--- src/rtl/disp_pkg.sv ---
// Shared constants, parameter defaults and the frame record for the display
// scan controller.
package disp_pkg;

   localparam int NUM_DIGITS    = 8;
   localparam int SCAN_W        = 3;
   localparam int HEX_W         = 32;

   localparam int DIV_W_DEF     = 16;
   localparam int BLANK_CYC_DEF = 4;
   localparam int BLINK_W_DEF   = 24;

   localparam logic [SCAN_W-1:0] LAST_DIGIT = SCAN_W'(NUM_DIGITS - 1);

   // One complete frame as seen by the downstream scan mux.
   typedef struct packed {
      logic [HEX_W-1:0]      hexs;
      logic [NUM_DIGITS-1:0] point;
      logic [NUM_DIGITS-1:0] les;
      logic [NUM_DIGITS-1:0] blink;
   } frame_t;

   // Points are active-low, so an idle frame has every point bit high.
   localparam frame_t FRAME_RST = '{
      hexs:  {HEX_W{1'b0}},
      point: {NUM_DIGITS{1'b1}},
      les:   {NUM_DIGITS{1'b0}},
      blink: {NUM_DIGITS{1'b0}}
   };

   function automatic logic [NUM_DIGITS-1:0] gate_les(input frame_t f,
                                                      input logic   blink_off);
      return f.les & ~(f.blink & {NUM_DIGITS{blink_off}});
   endfunction

endpackage

--- src/rtl/disp_prescaler.sv ---
// Digit-slot prescaler: counts enabled cycles and flags the last cycle of
// every slot.
module disp_prescaler
   import disp_pkg::*;
#(
   parameter int DIV_W = DIV_W_DEF
) (
   input  logic             clk,
   input  logic             rst_n,
   input  logic             en,
   output logic [DIV_W-1:0] div_cnt,
   output logic             tick
);

   logic [DIV_W-1:0] div_cnt_q;
   logic [DIV_W-1:0] div_cnt_d;

   // NOTE: every signal written in always_comb gets a default first, so no
   // path through the block can leave it unassigned and infer a latch.
   always_comb begin
      div_cnt_d = div_cnt_q;
      if (en) begin
         div_cnt_d = div_cnt_q + DIV_W'(1);
      end
   end

   // NOTE: sequential state uses non-blocking assignments so all flops
   // sample their inputs from the same pre-edge values.
   always_ff @(posedge clk or negedge rst_n) begin
      if (!rst_n) begin
         div_cnt_q <= '0;
      end else begin
         div_cnt_q <= div_cnt_d;
      end
   end

   assign div_cnt = div_cnt_q;
   assign tick    = en && (div_cnt_q == {DIV_W{1'b1}});

endmodule

--- src/rtl/disp_scan_ctrl.sv ---
// Eight-digit display scan controller: digit sequencing, slot blanking,
// tear-free double-buffered frame loading and per-digit blinking.
module disp_scan_ctrl
   import disp_pkg::*;
#(
   parameter int DIV_W     = DIV_W_DEF,
   parameter int BLANK_CYC = BLANK_CYC_DEF,
   parameter int BLINK_W   = BLINK_W_DEF
) (
   input  logic                  clk,
   input  logic                  rst_n,
   input  logic                  en,
   input  logic                  ld_valid,
   output logic                  ld_ready,
   input  logic [HEX_W-1:0]      hexs_in,
   input  logic [NUM_DIGITS-1:0] point_in,
   input  logic [NUM_DIGITS-1:0] les_in,
   input  logic [NUM_DIGITS-1:0] blink_in,
   output logic [SCAN_W-1:0]     Scan,
   output logic [HEX_W-1:0]      Hexs,
   output logic [NUM_DIGITS-1:0] point,
   output logic [NUM_DIGITS-1:0] LES,
   output logic                  blank,
   output logic                  frame_done
);

   logic [DIV_W-1:0]   div_cnt;
   logic               tick;
   logic               wrap;
   logic               ld_fire;

   logic [SCAN_W-1:0]  scan_q,        scan_d;
   logic               frame_done_q,  frame_done_d;
   logic               shadow_full_q, shadow_full_d;
   frame_t             shadow_q,      shadow_d;
   frame_t             disp_q,        disp_d;
   logic [BLINK_W-1:0] blink_cnt_q,   blink_cnt_d;

   disp_prescaler #(
      .DIV_W (DIV_W)
   ) u_prescaler (
      .clk     (clk),
      .rst_n   (rst_n),
      .en      (en),
      .div_cnt (div_cnt),
      .tick    (tick)
   );

   assign wrap    = tick && (scan_q == LAST_DIGIT);
   assign ld_fire = ld_valid && !shadow_full_q;

   always_comb begin
      scan_d        = scan_q;
      frame_done_d  = wrap;
      shadow_full_d = shadow_full_q;
      shadow_d      = shadow_q;
      disp_d        = disp_q;
      blink_cnt_d   = blink_cnt_q + BLINK_W'(1);

      if (tick) begin
         scan_d = scan_q + SCAN_W'(1);
      end

      // A load needs an empty shadow and a transfer needs a full one, so the
      // two can never coincide; data offered on a wrap waits a whole frame.
      if (wrap && shadow_full_q) begin
         disp_d        = shadow_q;
         shadow_full_d = 1'b0;
      end else if (ld_fire) begin
         shadow_d      = '{hexs: hexs_in, point: point_in,
                           les: les_in, blink: blink_in};
         shadow_full_d = 1'b1;
      end
   end

   always_ff @(posedge clk or negedge rst_n) begin
      if (!rst_n) begin
         scan_q        <= '0;
         frame_done_q  <= 1'b0;
         shadow_full_q <= 1'b0;
         disp_q        <= FRAME_RST;
         blink_cnt_q   <= '0;
      end else begin
         scan_q        <= scan_d;
         frame_done_q  <= frame_done_d;
         shadow_full_q <= shadow_full_d;
         disp_q        <= disp_d;
         blink_cnt_q   <= blink_cnt_d;
      end
   end

   // NOTE: the shadow payload is left without reset on purpose; it is only
   // ever read while shadow_full_q is set, and that flag is reset.
   always_ff @(posedge clk) begin
      shadow_q <= shadow_d;
   end

   assign ld_ready   = !shadow_full_q;
   assign Scan       = scan_q;
   assign Hexs       = disp_q.hexs;
   assign point      = disp_q.point;
   assign LES        = gate_les(disp_q, blink_cnt_q[BLINK_W-1]);
   assign blank      = !en || (div_cnt < DIV_W'(BLANK_CYC));
   assign frame_done = frame_done_q;

endmodule
--- config.mk ---
export PLATFORM = sky130hd
export DESIGN_NAME = disp_scan_ctrl
export DESIGN_NICKNAME = d
export VERILOG_FILES = /design/src/rtl/disp_pkg.sv /design/src/rtl/disp_prescaler.sv /design/src/rtl/disp_scan_ctrl.sv
export SDC_FILE = /design/constraint.sdc
export NUM_CORES = 1
export LEC_CHECK = 0
export BUFFER_PORTS_ARGS = -buffer_cell sky130_fd_sc_hd__buf_2
export CAP_MARGIN = 10
export CELL_PAD_IN_SITES_DETAIL_PLACEMENT = 1
export CELL_PAD_IN_SITES_GLOBAL_PLACEMENT = 1
export CORE_UTILIZATION = 25
export DETAILED_ROUTE_END_ITERATION = 10
export PLACE_DENSITY_LB_ADDON = 0.1
export SETUP_SLACK_MARGIN = 0.02
export SKIP_LAST_GASP = 1
export SYNTH_ARGS = -nofsm -noshare
export SYNTH_HDL_FRONTEND = slang
export SYNTH_HIERARCHICAL = 1
export SYNTH_SLANG_ARGS = --single-unit
--- constraint.sdc ---
create_clock -name clk -period 9.57 [get_ports clk]
set_input_delay 1.914 -clock clk [delete_from_list [all_inputs] [get_ports clk]]
set_output_delay 1.914 -clock clk [all_outputs]
set_load 0.02 [all_outputs]
==> metrics <==
Die Y 159.4 µm; Max Freq 0.2349 GHz; sequential share of the synthesized area 68.09%; min cycle time layout 4.257 ns; Clk pin slew, worst setup/hold paths 0.06 ns; Post-Syn Nets 456; Yosys reg bits 157; Pre-antenna DRT Iters 4; RePlAce Congestion 0.6890; Final Cycle Share 44.48%; CTS buffer count 17; area fraction of the dominant cell type after synthesis 37.56%; clock buffer depth 2; required time of the critical path 7.66 ns; largest net degree at the start of global routing 60; Net Sw Frac 24.27%; most frequent cells in the layout 112 x buf_2, 93 x dfrtp_1, 59 x mux2_2; global-route wire length before repair 20.09 mm; Max Cap Viol 0; setup TNS 0 ns; port bufs 113; Core Footprint 24320 µm²; max_slew headroom 42.73%; RSZ-0062 raised after global routing false; hold crit path type flop to flop; clk_skew 0.008971 ns; Combinational Power Share 3.9%; full die area 25420 µm²; CTS tree done; met3 GRT Util 2.943%; NetSw 345.9 µW; count of different cell masters after synthesis 29; met1 track utilization from global routing 13.42%; antenna fix cells 0; Die W 159.4 µm; internal power 1.080 mW; Synth warnings 6; final instance area 7402 µm²; standard-cell rows 57; final total power 1.425 mW; crit-path max FO 10; max-slew violations 0; WL final 12.02 mm; gr busiest metal met2; routed len/inst 14.73 µm; Setup Buffers After CTS 0; CTS sink cnt 157; Cell Pwr Density 192.6 nW/µm²; vias in the first global route 3634; synth top area cells dfrtp_1 38%, edfxtp_1 27%, mux2_2 11%, buf_4 4.8%, dfstp_2 3.4%; status finished, final reports clean; worst skew pair latency 0.41 ns; H-tree Lvls 4; P_leak 3.457 nW; Residual DRC 0; CP Capture Type output pin; initial antenna violation count 0; layout cells sized above 1 46.14%; Root Driver clkbuf_16; Vias/cell 4.048; Starting Density 25.48%; Post-Syn Instances 392; WS Path Type primary input to output pin; Slew @ Worst Pin 0.8591 ns; hold buffers post-CTS 0; grt ovf 0; # IOs 114; DP Area 6844 µm²; CTS resizes 0; Final HPWL DP 7.812 mm; Total GRT Usage 10.16%; most common cell after layout, fill and taps aside buf_2; startpoint types primary input; final hold vios 0; final setup fails 0; Seq pwr share 51.7%; number of DRC markers in iteration 0 116; synthesized area 6196 µm²; P&R area growth vs syn 19.47%; Antenna Violating Nets Remaining 0; Avg Cell Area, Syn 15.81 µm²; Clk pwr share 44.4%; CP arrival 2.34 ns; Synth area leader dfrtp_1; peak supply drop 0.08093 mV; via count 3303; met2 GRT Util 16.09%; final-stage net count 543; Min Hold Slack 0.4679 ns
worst max-delay path, cell delays in order:
cell	delay [ns]
buf_2	0.20
nand2_1	0.07
buf_2	0.16
through the flow:
stage / util, % / setup slack [ns] / instances
2_1_floorplan: - / 4.707 / 392
3_3_place_gp: 28.14 / 5.307 / 784
3_5_place_dp: 28.14 / 5.303 / 784
4_1_cts: 30.44 / 5.303 / 816
5_1_grt: 30.44 / 5.254 / 816
6_report: 30.44 / 5.313 / 816
cells by family (layout without fill, tap and decap cells):
family / Yosys count / in the layout / share of synthesized area, %
AND/OR/NAND/NOR: 73 / 73 / 7.896
AO/OA/AOI/OAI: 9 / 9 / 1.091
XOR/XNOR: 38 / 38 / 5.372
buffers and inverters: 52 / 152 / 6.018
flip-flops: 157 / 157 / 68.09
adder cells (fa/ha/maj): 4 / 4 / 0.8078
multiplexers: 59 / 59 / 10.72
path summary, 6_finish.rpt:
check / slack, ns / cells past startpoint / endpoint / startpoint
max: 5.31 / 3 / blank / en
min: 0.47 / 1 / blink_cnt_q[18]$_DFF_PN0_ / blink_cnt_q[18]$_DFF_PN0_
max reg2reg: 6.79 / 8 / Hexs[12]$_DFFE_PN0P_ / u_prescaler/div_cnt[0]$_DFFE_PN0P_
min reg2reg: 0.47 / 1 / blink_cnt_q[18]$_DFF_PN0_ / blink_cnt_q[18]$_DFF_PN0_
max in group asynchronous: 6.85 / 2 / u_prescaler/div_cnt[1]$_DFFE_PN0P_ / rst_n
min in group asynchronous: 1.50 / 1 / Hexs[27]$_DFFE_PN0P_ / rst_n
state kept, by name, indices dropped and copies added, names as in the netlist:
name,cells
disp_q,16
frame_done,1
point,8
shadow_q,56
u_prescaler/div_cnt,16
Scan,3
Hexs,32
blink_cnt_q,24
shadow_full_q,1
power groups by stage:
stage | registers, mW | logic [mW] | clock network, mW
5_1_grt | 0.739 | 0.0651 | 0.686
3_3_place_gp | 0.751 | 0.0569 | 0
4_1_cts | 0.737 | 0.0580 | 0.659
3_5_place_dp | 0.750 | 0.0578 | 0
2_1_floorplan | 0.744 | 0.0286 | 0
6_report | 0.737 | 0.0559 | 0.633
per-layer routing:
metal | part of all wire (%) | wire length (µm) | vias up
li1 | - | - | 1527
met3 | 3.7 | 440 | 7
met2 | 48 | 5725 | 68
met5 | 0 | 0 | -
met1 | 48 | 5741 | 1701
met4 | 0.96 | 116 | 0
final cells by class:
| cell class | instances | area, µm² |
|---|---|---|
| clock buffers | 18 | 429.2 |
| clock inverters | 14 | 128.9 |
| fillers | 2560 | 16920 |
| inverters | 4 | 15.01 |
| multi-input cells | 183 | 1614 |
| flip-flops and latches | 157 | 4219 |
| well taps | 324 | 405.4 |
| repair buffers | 116 | 590.6 |
synth_stat cells:
master    number
xor2_1        20
and2_1         1
nand4_4        4
nor3_2         2
dfrtp_1       93
dfstp_2        8
nand4_1        9
nor2_1         7
and4_2         1
buf_2          4
nor4_4         2
xnor2_1       18
or3_4          1
nor2b_1        1
mux2_2        59
ha_1           4
inv_1          4
or2_2          1
clkbuf_1       1
nor3_1         4
edfxtp_1      56
buf_4         40
nand2_1       18
buf_6          3
a21boi_0       8
and4_1         3
nand3_1       11
nor4_1         8
o21a_1         1
No activity file was read; power rests on OpenSTA's default activity.
